==> config.mk <==
export PLATFORM = sky130hd
export DESIGN_NAME = seg_digit_driver
export DESIGN_NICKNAME = d
export VERILOG_FILES = /design/src/rtl/seg_digit_driver.sv
export SDC_FILE = /design/constraint.sdc
export NUM_CORES = 1
export LEC_CHECK = 0
export CAP_MARGIN = 10
export CORE_MARGIN = 2
export CORE_UTILIZATION = 50
export CTS_CLUSTER_SIZE = 8
export DETAILED_ROUTE_END_ITERATION = 10
export GPL_ROUTABILITY_DRIVEN = 0
export GPL_TIMING_DRIVEN = 1
export PLACE_DENSITY = 0.76
export SETUP_SLACK_MARGIN = 0.5
export SLEW_MARGIN = 10
export SYNTH_ARGS = -nofsm -noshare
export SYNTH_HDL_FRONTEND = slang
export SYNTH_SLANG_ARGS = --single-unit
==> constraint.sdc <==
create_clock -name clk -period 4.71 [get_ports clk]
set_clock_uncertainty 0.15 [all_clocks]
set_input_delay 0.471 -clock clk [delete_from_list [all_inputs] [get_ports clk]]
set_output_delay 0.471 -clock clk [all_outputs]
set_load 0.05 [all_outputs]
==> src/rtl/seg_digit_driver.sv <==
// Eight-digit seven-segment cathode driver: follows the anode rotator, blanks after each
// anode change, and commits new display values only at frame boundaries.
module seg_digit_driver #(
  parameter int BLANK_CYCLES = 4,
  parameter bit LZ_SUPPRESS  = 1'b1
) (
  input  logic        clk,
  input  logic        rst,
  input  logic [31:0] data_in,
  input  logic [7:0]  dp_in,
  input  logic        load,
  output logic        busy,
  output logic        load_ack,
  input  logic [7:0]  anode_in,
  output logic [7:0]  anode_out,
  output logic [6:0]  seg_out,
  output logic        dp_out,
  output logic        frame_tick
);

  localparam logic [0:0] ST_DRIVE = 1'b0;
  localparam logic [0:0] ST_BLANK = 1'b1;
  localparam logic [3:0] BLANK_LOAD = 4'(BLANK_CYCLES);

  logic [7:0]  anode_q;
  logic [0:0]  state;
  logic [3:0]  blank_cnt;
  logic [31:0] pend_data;
  logic [31:0] disp_data;
  logic [7:0]  pend_dp;
  logic [7:0]  disp_dp;

  logic        change;
  logic        boundary;
  logic        commit;
  logic        blank_now;
  logic        digit_valid;
  logic [2:0]  digit_idx;
  logic [3:0]  zero_cnt;
  logic [3:0]  nibble;
  logic        suppress;
  logic [31:0] upper_data;

  function automatic logic [6:0] hex_to_seg(input logic [3:0] v);
    case (v)
      4'h0: hex_to_seg = 7'h40;
      4'h1: hex_to_seg = 7'h79;
      4'h2: hex_to_seg = 7'h24;
      4'h3: hex_to_seg = 7'h30;
      4'h4: hex_to_seg = 7'h19;
      4'h5: hex_to_seg = 7'h12;
      4'h6: hex_to_seg = 7'h02;
      4'h7: hex_to_seg = 7'h78;
      4'h8: hex_to_seg = 7'h00;
      4'h9: hex_to_seg = 7'h10;
      4'hA: hex_to_seg = 7'h08;
      4'hB: hex_to_seg = 7'h03;
      4'hC: hex_to_seg = 7'h46;
      4'hD: hex_to_seg = 7'h21;
      4'hE: hex_to_seg = 7'h06;
      default: hex_to_seg = 7'h0E;
    endcase
  endfunction

  assign change    = (anode_in != anode_q);
  assign boundary  = (anode_in == 8'hFE) && (anode_q != 8'hFE);
  assign commit    = boundary && busy;
  // A change blanks the output on the very edge it is seen, before the FSM enters BLANK.
  assign blank_now = (state == ST_BLANK) || (change && (BLANK_CYCLES != 0));

  always_comb begin
    zero_cnt  = 4'd0;
    digit_idx = 3'd0;
    for (int i = 0; i < 8; i++) begin
      if (!anode_q[i]) begin
        zero_cnt  = zero_cnt + 4'd1;
        digit_idx = 3'(i);
      end
    end
    digit_valid = (zero_cnt == 4'd1);
  end

  assign nibble     = disp_data[{digit_idx, 2'b00} +: 4];
  assign upper_data = disp_data >> {digit_idx, 2'b00};
  // Blank a digit when it and everything above it is zero, unless its own dp is lit.
  assign suppress   = LZ_SUPPRESS && (digit_idx != 3'd0) && (upper_data == 32'h0) &&
                      !disp_dp[digit_idx];

  always_ff @(posedge clk or negedge rst) begin
    if (!rst) begin
      anode_q   <= 8'hFF;
      state     <= ST_DRIVE;
      blank_cnt <= 4'd0;
    end else begin
      anode_q <= anode_in;
      if (change && (BLANK_CYCLES != 0)) begin
        state     <= ST_BLANK;
        blank_cnt <= BLANK_LOAD;
      end else if (state == ST_BLANK) begin
        if (blank_cnt <= 4'd1) begin
          state     <= ST_DRIVE;
          blank_cnt <= 4'd0;
        end else begin
          blank_cnt <= blank_cnt - 4'd1;
        end
      end
    end
  end

  always_ff @(posedge clk or negedge rst) begin
    if (!rst) begin
      pend_data  <= 32'h0;
      pend_dp    <= 8'h0;
      disp_data  <= 32'h0;
      disp_dp    <= 8'h0;
      busy       <= 1'b0;
      load_ack   <= 1'b0;
      frame_tick <= 1'b0;
    end else begin
      frame_tick <= boundary;
      load_ack   <= commit;
      if (commit) begin
        disp_data <= pend_data;
        disp_dp   <= pend_dp;
      end
      if (load) begin
        pend_data <= data_in;
        pend_dp   <= dp_in;
        busy      <= 1'b1;
      end else if (commit) begin
        busy <= 1'b0;
      end
    end
  end

  always_ff @(posedge clk or negedge rst) begin
    if (!rst) begin
      anode_out <= 8'hFF;
      seg_out   <= 7'h7F;
      dp_out    <= 1'b1;
    end else if (blank_now || !digit_valid) begin
      anode_out <= 8'hFF;
      seg_out   <= 7'h7F;
      dp_out    <= 1'b1;
    end else begin
      anode_out <= anode_q;
      seg_out   <= suppress ? 7'h7F : hex_to_seg(nibble);
      dp_out    <= ~disp_dp[digit_idx];
    end
  end

endmodule
==> impl_metrics.yaml, run 1 <==
critical_path:
  critical_path_arrival_ns: 4.90
  cp_common_cell: "buf_4"
  critical_path.slowest_cell: "dfstp_2"
  worst-path-max-fanout: 5
  kind_of_end_point_of_the_critical_path: "flip-flop"
  r2r_start: "anode_q[1]"
  rr_endpoint: "anode_out[6]"
  cp_data_required_time_ns: 4.87
  critical_path_startpoint_category: "flip-flop"
  reg2reg_slack_ns: -0.04
  worstRegToRegCells: 26
  timing.setup.critical_path_class: "flip-flop to flip-flop"
  cp_slowest_stage_delay_ns: 0.58
sta:
  setup_total_negative_slack_ns: -0.196
  rsz0062_at_grt: "true"
  slew_of_the_pin_with_the_lowest_slew_margin_ns: 0.994
  final_critical_path_setup_slack_ns: -0.0369
  relSlewSlack_pct: 33.7
  fin_crit_sh_pct: 101
  report.final.hold_viol_count: 0
  finalSetupViolations: 10
  layout_min_cycle_time_ns: 4.75
  timing_max_transition_violations_final: 0
  maxClockFrequency_ghz: 0.211
final_layout:
  mostFrequentLayoutCells: "nand2_1 (150), dfrtp_1 (88), clkdlybuf4s50_1 (67), mux2_2 (47), buf_4 (28)"
  multiInputGateArea_um2: 2630
  area_growth_syn_to_layout_pct: 25.8
  postLayoutCoreUtil_pct: 63.9
  fillerInstances: 879
  final-seq-area_um2: 2830
  antenna-diode-count: 0
  most_common_library_cell_in_the_layout_ignoring_fill_and_taps: "nand2_1"
  finish.instance_area_um2: 6870
  layout-drive-gt1-share_pct: 24.5
  fin_nets: 682
place:
  placed_area_um2: 6350
  placement.io_buffers: 69
  place_hpwl_um: 8470
drt:
  drt_pre_antenna_iters: 5
  drtAntennaViolNets: 0
  avgViaCountPerCell: 5.49
  wl_per_cell_um: 16.0
  drc_errors: 0
  postRouteWirelength_um: 12200
  routed-via-count: 4175
  initialDrtViolationCount: 230
hold_path:
  min_path_type: "input port to async pin"
logic_synthesis:
  synth_seq_area_share_pct: 51.9
  post_synth_num_cell_types: 58
  flop_and_latch_count_out_of_synthesis: 112
  synth-edff-count: 0
  synth_async_sr_flop_share_pct: 100
  synth_area_per_cell_um2: 10.3
  synth.net_count: 595
  syn-cell-area_um2: 5460
  synth_top_flop_cell: "dfrtp_1"
  ys.warnings.count: 0
  syn_inst: 528
clocking:
  tritoncts: "yes"
  clock-root-buffer: "clkbuf_8"
  tritoncts_num_sinks: 112
  clk_pin_slew_ns: 0.11
  numCtsBuffers: 9
  ctsHtreeMaxLevel: 3
  cts.hold.buffers_added: 0
  clock_latency_ns: 0.38
  ctsLongestPathBuffers: 2
power_and_ir_drop:
  p_leak_uw: 0.00308
  power-per-cell-area_nw_per_um2: 323
  ir_drop_uv: 170
  total_power_uw: 2220
global_routing:
  global_route_congestion_overflow_total: 0
  groute.usage.overall_pct: 22.4
  pin_count_of_the_biggest_net_entering_global_routing: 83
  grt_antenna_before_repair: 0
  grt_pass1_vias: 4271
  grt_first_pass_wirelength_um: 20800
floorplanning:
  die_h_um: 108
  rows: 38
  floorplan.core_area_um2: 10700
  chipWidth_um: 108
  ios: 70
  die_area_um2: 11800
  initial_standard_cell_utilization_of_the_core_pct: 50.8
job:
  max_cap_violations: 0
status:
  violations: "negative setup slack"
  outcome: "complete, but fails checks"
per-layer routing:
layer	global-route usage (%)	share of wire, %	vias to the layer above
met5	0	0	-
met4	7.33	2.0	0
met3	4.16	4.6	27
met2	37.3	50	127
met1	29.5	44	2055
li1	-	-	1966
where the power goes:
part / switching, uW / internal, uW / total, uW
logic: 225 / 243 / 468
registers: 57.6 / 1030 / 1090
clock network: 325 / 333 / 658
through the flow:
stage / hold WS, ns / std cells / worst slack (ns)
6_report: 0.0824 / 760 / -0.0369
3_3_place_gp: 0.302 / 723 / 0.0801
3_5_place_dp: 0.304 / 723 / -0.0973
5_1_grt: 0.174 / 760 / -0.180
4_1_cts: 0.123 / 757 / -0.00125
2_1_floorplan: 0.0254 / 528 / 0.0175
worst max-delay path: cells and delay by family (launching register included):
| kind | cells | cell delay (ns) |
|---|---|---|
| AOI/OAI and AO/OA | 4 | 0.31 |
| xor gates and xnor gates | 2 | 0.36 |
| adders and majority gates | 5 | 1.09 |
| buffers and inverters | 7 | 0.87 |
| DFF | 1 | 0.58 |
| muxes | 1 | 0.29 |
| and+or+nand+nor | 7 | 1.02 |
worst max path at each step:
stage | startpoint | endpoint | slack, ns | cells after the start
after detailed placement | anode_q[1] | seg_out[2] | -0.1 | 24
after global routing | anode_q[0] | anode_out[6] | -0.18 | 26
after CTS | anode_q[1] | anode_out[5] | -0.001 | 25
after global placement | anode_q[1] | seg_out[2] | 0.08 | 24
after floorplan | anode_q[1] | seg_out[2] | 0.02 | 24
final | anode_q[1] | anode_out[6] | -0.04 | 26
kinds of logic (layout without fill, tap and decap cells):
logic type | after synthesis | count (layout) | synth area share, %
adder cells (fa/ha/maj) | 16 | 16 | 3.67
buffers and inverters | 39 | 131 | 3.10
flip-flops | 112 | 112 | 51.9
multiplexers | 55 | 55 | 11.4
AO/OA/AOI/OAI | 53 | 53 | 7.04
XOR/XNOR | 21 | 21 | 3.92
AND/OR/NAND/NOR | 232 | 232 | 18.9
flip-flops by register name (all words and copies together) (netlist names):
signal      cells
busy            1
disp_data      32
pend_dp         8
blank_cnt       4
dp_out          1
load_ack        1
state           1
seg_out         7
frame_tick      1
anode_q         8
anode_out       8
disp_dp         8
pend_data      32
cell type report:
type	count	share of cell area (%)
Inverter	16	0.875
Clock inverter	5	1.24
Clock buffer	11	2.20
Sequential cell	112	41.3
Timing Repair Buffer	99	13.6
Multi-Input combinational cell	377	38.2
Tap cell	140	2.55
synthesized netlist by cell type, types with 4 or more instances:
master,instances,share of area [%]
a21oi_1,5,0.46
a32oi_1,4,0.64
and2_1,4,0.46
buf_2,6,0.55
clkbuf_1,11,0.76
dfrtp_1,88,40
dfstp_2,24,12
ha_1,16,3.7
inv_1,16,1.1
mux2_2,48,9.9
mux2i_1,6,1.1
nand2_1,152,10
nand2b_1,13,1.5
nand3_1,11,1.0
nand4_1,4,0.46
nor2_1,17,1.2
nor2b_1,5,0.57
nor4_1,11,1.3
o2111ai_1,4,0.64
o21ai_0,13,1.2
xnor2_1,9,1.4
xor2_1,10,1.6
timing repair:
item / CTS / global route
endpoints found under the setup margin: 16 / 16
setup buffers: 17 / 2
cloned: 1 / 0
gates resized for setup: 9 / 14
pin swaps: 0 / 2
Power figures use the tool's default switching activity.
==> run 2, diff against run 1 <==
--- a/config.mk
+++ b/config.mk
@@ -6,7 +6,7 @@
 export NUM_CORES = 1
 export LEC_CHECK = 0
 export CAP_MARGIN = 10
-export CORE_MARGIN = 2
+export CORE_MARGIN = 3
 export CORE_UTILIZATION = 50
 export CTS_CLUSTER_SIZE = 8
 export DETAILED_ROUTE_END_ITERATION = 10
==> run 2 against run 1 <==
The run still ends with negative setup slack left. Sequential cell count unchanged. Setup slack got worse by 0.28 ns. Cell area increased by 2.5%. Critical path depth increased by 10. Routed wire length increased by 12%. Cell count increased by 3.2%. Via count increased by 7.8%. Global-route usage decreased by 0.15 points. Core utilization increased by 3.4 points. First-iteration DRC count increased by 74%. Critical path type unchanged. Largest power group unchanged.
==> impl_metrics.yaml, run 2 (synthesis results as in run 1) <==
place:
  placement.setup.worst_slack_ns: -0.208
  placed_area_um2: 6330
  place_hpwl_um: 8390
  placement.io_buffers: 69
critical_path:
  critical_path.slowest_cell: "dfstp_2"
  cp_common_cell: "buf_4"
  worstRegToRegCells: 36
  rr_endpoint: "anode_out[1]"
  kind_of_end_point_of_the_critical_path: "flip-flop"
  timing.setup.critical_path_class: "flip-flop to flip-flop"
  worst-path-max-fanout: 4
  cp_slowest_stage_delay_ns: 0.58
  reg2reg_slack_ns: -0.32
  r2r_start: "anode_q[1]"
  cp_data_required_time_ns: 4.90
  critical_path_arrival_ns: 5.22
  critical_path_startpoint_category: "flip-flop"
clocking:
  tritoncts_num_sinks: 112
  numCtsBuffers: 9
  tritoncts: "yes"
  clk_pin_slew_ns: 0.12
  ctsLongestPathBuffers: 2
  clock-root-buffer: "clkbuf_8"
  clock_latency_ns: 0.39
  ctsHtreeMaxLevel: 3
  cts.hold.buffers_added: 0
final_layout:
  layout-drive-gt1-share_pct: 27.2
  fillerInstances: 824
  fin_nets: 710
  most_common_library_cell_in_the_layout_ignoring_fill_and_taps: "nand2_1"
  antenna-diode-count: 0
  multiInputGateArea_um2: 2610
  final-seq-area_um2: 2840
  mostFrequentLayoutCells: "nand2_1 (151), dfrtp_1 (88), clkdlybuf4s50_1 (67), buf_4 (53), mux2_2 (47)"
  finish.instance_area_um2: 7040
  reg_top3: "disp_data (32), pend_data (32)"
  area_growth_syn_to_layout_pct: 29.0
drt:
  postRouteWirelength_um: 13700
  initialDrtViolationCount: 401
  routed-via-count: 4501
  wl_per_cell_um: 17.4
  drt_pre_antenna_iters: 5
  drtAntennaViolNets: 0
  drc_errors: 0
  avgViaCountPerCell: 5.74
floorplanning:
  die_h_um: 110
  chipWidth_um: 110
  initial_standard_cell_utilization_of_the_core_pct: 52.2
  die_area_um2: 12200
  floorplan.core_area_um2: 10500
  rows: 37
  ios: 70
job:
  max_cap_violations: 0
status:
  outcome: "complete, but fails checks"
  violations: "negative setup slack"
global_routing:
  grt_pass1_vias: 4584
  global_route_congestion_overflow_total: 0
  groute.usage.overall_pct: 22.2
  grt_first_pass_wirelength_um: 22300
  pin_count_of_the_biggest_net_entering_global_routing: 85
  grt_antenna_before_repair: 0
power_and_ir_drop:
  power-per-cell-area_nw_per_um2: 308
  ir_drop_uv: 159
  p_leak_uw: 0.00319
sta:
  rsz0062_at_grt: "true"
  fin_crit_sh_pct: 107
  finalSetupViolations: 16
  slew_of_the_pin_with_the_lowest_slew_margin_ns: 1.01
  report.final.hold_viol_count: 0
  timing_max_transition_violations_final: 0
  relSlewSlack_pct: 32.4
  layout_min_cycle_time_ns: 5.03
  maxClockFrequency_ghz: 0.199
  final_critical_path_setup_slack_ns: -0.316
hold_path:
  min_path_type: "input port to async pin"
==> run 2: metal layers <==
metal	global-route usage, %	share of wire (%)	vias to the layer above
met4	10.5	4.6	0
met2	36.1	48	199
met1	28.7	41	2210
li1	-	-	2034
met3	4.38	6.4	58
met5	0	0	-
==> run 2: timing repair <==
action,CTS,global route
resized for setup,8,15
setup buffers,46,2
cloned,1,0
pin swaps,4,11
setup endpoints to repair,16,16
==> run 2: worst max-delay path by stage <==
stage	from	to	slack, ns	depth (start not counted)
CTS	anode_q[1]	anode_out[1]	-0.06	36
global placement	anode_q[1]	seg_out[2]	0.008	24
detailed placement	anode_q[1]	seg_out[5]	-0.21	24
finish	anode_q[1]	anode_out[1]	-0.32	36
global route	anode_q[2]	seg_out[2]	-0.46	23
floorplan	anode_q[1]	seg_out[2]	0.02	24
==> run 2: layout make-up <==
cell class              instances  share of cell area [%]
flip-flops and latches        112                    40.3
clock inverters                 6                   0.889
multi-input cells             377                    37.1
well taps                     136                    2.42
repair buffers                127                    16.4
inverters                      16                   0.889
clock buffers                  10                    1.96
==> run 2: worst max-delay path, delay by kind of cell, from the launching register on <==
| kind | cells | cell delay, ns |
|---|---|---|
| flip-flops | 1 | 0.58 |
| AND/OR/NAND/NOR | 1 | 0.05 |
| buffers and inverters | 35 | 4.21 |
==> run 2: per-stage QoR <==
stage | instances | hold WS [ns] | utilization [%] | power (uW) | TNS [ns]
floorplan | 528 | 0.0254 | - | 1360 | 0
global placement | 718 | 0.303 | 60.5 | 1480 | 0
detailed placement | 718 | 0.307 | 60.5 | 1500 | -2.24
CTS | 781 | 0.147 | 66.1 | 2110 | -0.274
global route | 784 | 0.180 | 67.3 | 2270 | -6.36
finish | 784 | 0.0924 | 67.3 | 2170 | -3.55
==> run 2: power by group <==
part | switching (uW) | internal [uW] | total, uW
sequential | 57.8 | 1030 | 1090
combinational | 241 | 258 | 499
clock | 356 | 220 | 576
